## src/rtl/lc3_pipe_pkg.sv

```systemverilog
// Shared types and constants for the LC-3 pipeline bypass/forwarding logic.
// The entry at index k-1 of a stage array describes pipeline stage k.
package lc3_pipe_pkg;

  localparam int DEPTH       = 7;
  localparam int REGW        = 3;
  localparam int LOAD_READY  = 3;
  localparam int FLUSH_DEPTH = 2;

  typedef logic [REGW-1:0] reg_idx_t;

  typedef struct packed {
    logic     valid;
    reg_idx_t dest;
    logic     is_load;
  } fwd_entry_t;

endpackage

```

## src/rtl/fwd_match.sv

```systemverilog
// Per-operand priority matcher: one-hot select of the youngest in-flight producer,
// plus a stall request when that producer is a load whose data is not ready yet.
module fwd_match
  import lc3_pipe_pkg::*;
(
  input  fwd_entry_t [DEPTH-1:0] entries,
  input  reg_idx_t               src,
  input  logic                   used,
  output logic [DEPTH-1:0]       sel,
  output logic                   needs_stall
);

  logic found;

  always_comb begin
    sel         = '0;
    needs_stall = 1'b0;
    found       = 1'b0;
    // Lowest index is the youngest stage, so the first hit wins.
    for (int k = 0; k < DEPTH; k++) begin
      if (!found && used && entries[k].valid && (entries[k].dest == src)) begin
        sel[k]      = 1'b1;
        needs_stall = entries[k].is_load && ((k + 1) < LOAD_READY);
        found       = 1'b1;
      end
    end
  end

endmodule

```

## src/rtl/fwd_select_gen.sv

```systemverilog
// Bypass scoreboard: shifts in-flight destination registers down the pipeline and
// drives the operand mux selects and the load-use stall for the decode stage.
module fwd_select_gen
  import lc3_pipe_pkg::*;
(
  input  logic             clk,
  input  logic             reset,
  input  logic             advance,
  input  logic             issue_valid,
  input  logic             issue_we,
  input  logic [REGW-1:0]  issue_dest,
  input  logic             issue_is_load,
  input  logic             flush,
  input  logic             src_a_used,
  input  logic [REGW-1:0]  src_a,
  input  logic             src_b_used,
  input  logic [REGW-1:0]  src_b,
  output logic [DEPTH-1:0] sel_a,
  output logic [DEPTH-1:0] sel_b,
  output logic             stall
);

  fwd_entry_t [DEPTH-1:0] stage_q;
  fwd_entry_t [DEPTH-1:0] stage_d;
  logic                   stall_a;
  logic                   stall_b;

  fwd_match u_match_a (
    .entries    (stage_q),
    .src        (src_a),
    .used       (src_a_used),
    .sel        (sel_a),
    .needs_stall(stall_a)
  );

  fwd_match u_match_b (
    .entries    (stage_q),
    .src        (src_b),
    .used       (src_b_used),
    .sel        (sel_b),
    .needs_stall(stall_b)
  );

  assign stall = stall_a | stall_b;

  always_comb begin
    stage_d = stage_q;
    if (advance) begin
      for (int k = DEPTH - 1; k > 0; k--) begin
        stage_d[k] = stage_q[k-1];
      end
      // A stalled or squashed decode instruction enters as a bubble.
      stage_d[0].valid   = issue_valid & issue_we & ~stall & ~flush;
      stage_d[0].dest    = issue_dest;
      stage_d[0].is_load = issue_is_load;
    end
    if (flush) begin
      for (int k = 0; k < FLUSH_DEPTH; k++) begin
        stage_d[k].valid = 1'b0;
      end
    end
  end

  always_ff @(posedge clk) begin
    if (reset) begin
      stage_q <= '0;
    end else begin
      stage_q <= stage_d;
    end
  end

endmodule
```

## config.mk

```make
export PLATFORM = sky130hd
export DESIGN_NAME = fwd_select_gen
export DESIGN_NICKNAME = d
export VERILOG_FILES = /design/src/rtl/lc3_pipe_pkg.sv /design/src/rtl/fwd_match.sv /design/src/rtl/fwd_select_gen.sv
export SDC_FILE = /design/constraint.sdc
export NUM_CORES = 1
export LEC_CHECK = 0
export BUFFER_PORTS_ARGS = -buffer_cell sky130_fd_sc_hd__buf_2
export CORE_MARGIN = 3
export CORE_UTILIZATION = 30
export DETAILED_ROUTE_END_ITERATION = 8
export MAX_ROUTING_LAYER = met4
export PLACE_DENSITY = 0.6
export SYNTH_ARGS = -nofsm -noshare
export SYNTH_HDL_FRONTEND = slang
export SYNTH_SLANG_ARGS = --single-unit
```

## constraint.sdc

```tcl
create_clock -name clk -period 1.7 [get_ports clk]
set_input_delay 0.085 -clock clk [delete_from_list [all_inputs] [get_ports clk]]
set_output_delay 0.085 -clock clk [all_outputs]
set_load 0.03 [all_outputs]
```

* After elaboration in Yosys (flattened, before gate mapping) *
Index checks and enable logic that the tools add are counted.

storage, ports and cells
  bits of input ports = 18
  register bits = 30
  output and inout port bits = 15
  latch bits = 0
  logic and storage cells = 127
  memories = 0
  RAM bits = 0
  ROM bits = 0

operators by class
  multiplexer cells = 38
  reductions and logical operators = 53
  magnitude comparators = 0
  eq/ne operators = 14
  bitwise logic cells = 6
  $add $sub $neg = 0
  $mul = 0
  shifts and indexed selects = 0
  div/mod/pow operators = 0

operators with widths
  kind                number
  3-bit == test       14
  1-bit logical AND   40
  1-bit two-way mux   38
  1-bit logical NOT   12
  1-bit AND           3
  1-bit inverter      2
  2-bit OR reduction  1
  1-bit bitwise OR    1

* Logic depth before layout (Yosys ltp) *
  depth after elaboration = 37
  mapped depth = 7
  mapped depth without buffers = 6

* Modules after synthesis *
From an unflattened synthesis, not the netlist that was laid out.

second synthesis, totals
  cells, all modules = 206
  area, all modules = 1974.4 um^2

by module, submodules not included
  module          area an instance (um^2)  seq. area each (um^2)  instances  cells an instance
  fwd_select_gen  1256.2                   700.7                  1          116
  fwd_match       359.1                    0.0                    2          45

* Least setup slack after synthesis *
Ideal clock, no wire load.

  kind = reg-to-reg
  from = register stage_q[3] (netlist bit)
  to = register stage_q[4] (netlist bit)
  data required time = 1.571 ns
  slack = -0.074 ns
  arrival time = 1.645 ns
  library setup time = 0.129 ns
  period minus slack after synthesis = 1.774 ns
  buffers on the path = 0
  stages on the path, launching flop included = 7
  cell sequence = dfxtp_1 xor2_1 or4_4 inv_1 o21ai_2 o21ai_2 o21ai_2

on the way
  cells in the longest elaborated chain, start to end = 37
  elaborated cells between the ends (all ways) = 82
  classes of those cells = 2 x eq/ne; 26 x mux; 4 x bitwise; 50 x reduce/logical

ends and longest elaborated chain
  element                         line                  text
  start: declaration              fwd_select_gen.sv:23  fwd_entry_t [DEPTH-1:0] stage_q;
  start signal: assignment        fwd_select_gen.sv:68  stage_q <= stage_d;
  3-bit == test (*)               fwd_match.sv:21       if (!found && used && entries[k].valid && (entries[k].dest == src)) begin
  1-bit logical AND (*)           fwd_match.sv:21
  1-bit two-way mux (*)           -
  via sel_a[0]                    fwd_select_gen.sv:18  output logic [DEPTH-1:0] sel_a,
  1-bit logical NOT               fwd_match.sv:21
  1-bit logical AND (3 in a row)  fwd_match.sv:21
  1-bit two-way mux               fwd_match.sv:21
  1-bit logical NOT               fwd_match.sv:21
  [... 18 more ...]               -
  1-bit two-way mux               fwd_match.sv:21
  1-bit logical NOT               fwd_match.sv:21
  1-bit logical AND (3 in a row)  fwd_match.sv:21
  1-bit two-way mux (*)           fwd_match.sv:21
  1-bit bitwise OR (*)            fwd_select_gen.sv:44  assign stall = stall_a | stall_b;
  via stall                       fwd_select_gen.sv:20  output logic stall
  1-bit inverter (*)              fwd_select_gen.sv:53  stage_d[0].valid = issue_valid & issue_we & ~stall & ~flush;
  1-bit AND (*) (2 in a row)      fwd_select_gen.sv:53

Mark *: on every way through the listed nets, which the timed path passes. The rest lies on a longest branch.
A chain may end at the register's enable or synchronous reset.

* Worst setup path after layout *
  from = register stage_q[2] (netlist bit)
  to = output port sel_a[5]

on the way
  cells in the longest elaborated chain, start to end = 28

ends and longest elaborated chain
  element                             line
  3-bit == test (*)                   fwd_match.sv:21
  1-bit logical AND (*)               fwd_match.sv:21
  1-bit two-way mux (*)               fwd_match.sv:21
  1-bit logical NOT                   fwd_match.sv:21
  1-bit logical AND (3 in a row)      fwd_match.sv:21
  1-bit two-way mux (*)               fwd_match.sv:21
  1-bit logical NOT                   fwd_match.sv:21
  1-bit logical AND (3 in a row)      fwd_match.sv:21
  [... 2 more ...]                    -
  1-bit logical AND (3 in a row)      fwd_match.sv:21
  1-bit two-way mux (*)               fwd_match.sv:21
  1-bit logical NOT                   fwd_match.sv:21
  1-bit logical AND (3 in a row)      fwd_match.sv:21
  1-bit two-way mux (*)               fwd_match.sv:21
  1-bit logical NOT (*)               fwd_match.sv:21
  1-bit logical AND (*) (3 in a row)  fwd_match.sv:21
  1-bit two-way mux (*)               fwd_match.sv:21
  end: declaration                    fwd_select_gen.sv:18

Mark *: on every way between the ends. The rest lies on a longest branch, timed or not.

==> flow_summary.json <==
{
  "regMostFlops": "stage_q",
  "overflow": 0,
  "cp.required_ns": 1.62,
  "synth_area_per_cell_um2": 9.13,
  "startpoint_type": "register",
  "synth_cell_types": 23,
  "largest_register_ffs": 30,
  "layout_commonest_cell": "nor2_1",
  "drc": 0,
  "place_hpwl_mm": 2.99,
  "die_h_um": 82.2,
  "cts_max_level": 2,
  "rsz0062_at_grt": "true",
  "cts_buffers": 5,
  "leakagePower_nw": 0.975,
  "final-hold-violation-count": 0,
  "worst_r2r_endpoint": "stage_q[4]",
  "synth_top_cell_by_area": "dfxtp_1",
  "setup_slack_ns": -0.269,
  "tritoncts": "yes",
  "synth_top_area_share_pct": 34.5,
  "outcome": "complete, but fails checks",
  "worst_ir_drop_vdd_mv": 0.256,
  "drive_above_1_share_pct": 34.3,
  "yosys_warnings": 0,
  "avgRoutedWirePerCell_um": 12.9,
  "clock_skew_ns": 0.00476,
  "antenna_found_initial": 0,
  "cts.sink_count": 30,
  "path_clk_slew_ns": 0.06,
  "hold_class": "input port to register",
  "insertion_delay_ns": 0.28,
  "synth.area.top_cells": "dfxtp_1 (34%), mux2i_1 (17%), xnor2_1 (13%), xor2_1 (8.0%), nor2_1 (8.0%)",
  "ios": 33,
  "dr.first_iter.drc_count": 38,
  "syn_to_final_growth_pct": 32.4,
  "cp-end-kind": "output port",
  "worstSetupPathType": "register to output port",
  "tightest_slew_ns": 0.304,
  "slew-limit-headroom_pct": 79.5,
  "dieArea_mm2": 0.00676,
  "via_count": 1407,
  "grtUsageTotal_pct": 12.8,
  "rr_startpoint": "stage_q[3]",
  "nets": 254,
  "grt_first_pass_wirelength_mm": 6.33,
  "gp_congestion": 0.773,
  "layout_common_cells": "nor2_1 (33), mux2i_1 (29), xnor2_1 (26), dfxtp_1 (25), buf_4 (20)",
  "setup_viol": 14,
  "finalWirelength_mm": 3.96,
  "pre_cts_ws_ns": -0.0442,
  "clockRootBuffer": "clkbuf_8",
  "holdPathEnd": "stage_q[2]",
  "ys_ff_latch": 30,
  "max_freq_mhz": 508,
  "row_count": 27,
  "slew_violations": 0,
  "core_mm2": 0.00557,
  "port_buffers": 32,
  "finalSetupTns_ns": -2.70,
  "fin_util_pct": 41.4,
  "min-delay-start": "issue_dest[1]",
  "drv_cap": 0,
  "period_minus_slack_ns": 1.97,
  "grt_max_degree": 32,
  "drt-pass1-iter-count": 4,
  "r2r_cells": 6,
  "avgViaCountPerCell": 4.57,
  "worstPathMaxFanout": 4,
  "diodes": 0,
  "powerDensity_mw_per_mm2": 633,
  "whs_ns": 0.0445,
  "postRouteAntennaNets": 0,
  "initial_core_util_pct": 31.3,
  "ys_seq_area_share_pct": 34.5,
  "violations": "negative setup slack",
  "holdPathStages": 3,
  "die_w_um": 82.2,
  "cts_buffer_depth": 2,
  "synth_area_mm2": 0.00174,
  "r2r_setup_slack_ns": 0.10,
  "grt_pass1_vias": 1338,
  "reg_top3": "stage_q: 30 flops",
  "finalCritPeriodShare_pct": 116,
  "arrival_ns": 1.88,
  "syn_nets": 209,
  "netlist_instances": 191
}
-- power breakdown --
| part | leakage [nW] | total [mW] | internal, mW | switching [mW] |
|---|---|---|---|---|
| logic | 0.692 | 0.208 | 0.105 | 0.103 |
| clock network | 0.0383 | 0.523 | 0.281 | 0.242 |
| registers | 0.245 | 0.729 | 0.715 | 0.0145 |
| total | 0.975 | 1.46 | 1.10 | 0.359 |
-- synthesized netlist by cell type --
library cell  number
mux2i_1           29
inv_1              3
a22oi_2            1
clkbuf_1           4
and2_2             1
and2_1             1
nor4_1             2
nor3b_1            2
or3b_1             2
buf_2              2
xor2_1            16
nand4_1           11
nor3_1             3
nand2_1            6
buf_1              1
nand3b_1           3
o21ai_2            3
nor2_1            37
xnor2_1           26
or4_4              2
buf_6              3
dfxtp_1           30
buf_4              3
-- cell type report --
class	instances	area (µm²)
fill	577	3270
multi-input combinational	145	1100
sequential	30	609
timing repair buffer	51	409
tap	72	90.1
clock buffer	7	76.3
inverter	3	18.8
-- critical path, stage by stage, from the launching register on --
cell	delay, ns
dfxtp_2	0.33
xor2_1	0.16
or4_4	0.58
nand3b_1	0.19
or3b_4	0.17
nor2_2	0.04
buf_6	0.13
-- metal layers --
layer / share of wire [%] / vias to the layer above / wire [µm] / global-route usage, %
li1: - / 723 / - / -
met1: 44 / 664 / 1740 / 15.7
met2: 52 / 14 / 2050 / 20.4
met3: 2.7 / 6 / 108 / 3.04
met4: 1.6 / 0 / 63 / 4.65
met5: 0 / - / 0 / -
-- worst max-delay path by stage --
stage,start,endpoint,slack (ns),cells past startpoint
4_1_cts,stage_q[2],sel_b[6],-0.26,6
2_1_floorplan,stage_q[3],sel_b[6],-0.01,5
6_report,stage_q[2],sel_a[5],-0.27,6
3_3_place_gp,stage_q[8],sel_b[6],-0.02,6
3_5_place_dp,stage_q[3],sel_b[6],-0.04,6
5_1_grt,stage_q[2],sel_a[6],-0.34,6
-- cell families (layout without fill, tap and decap cells) --
kind of cell           after synthesis  after routing  synth area share, %
AO/OA/AOI/OAI                        4              4                 2.23
XOR/XNOR                            42             42                 21.1
buffers and inverters               16             61                 5.53
flip-flops                          30             30                 34.5
multiplexers                        29             29                 16.7
AND/OR/NAND/NOR                     70             70                 20.0
-- stage by stage --
step / instance area, µm² / instances / power (mW)
5_1_grt: 2310 / 308 / 1.54
6_report: 2310 / 308 / 1.46
3_5_place_dp: 2050 / 297 / 0.938
4_1_cts: 2260 / 308 / 1.48
3_3_place_gp: 2050 / 297 / 0.936
2_1_floorplan: 1750 / 191 / 0.879
-- timing repair --
action                                  in CTS  in global routing
resized for setup                           35                 12
buffers inserted                             3                  0
endpoints found under the setup margin      15                 15
pin swaps                                   11                  5
endpoints found under the hold margin        1                  0
hold buffers                                 1                  0
(Power assumes the default switching activity.)
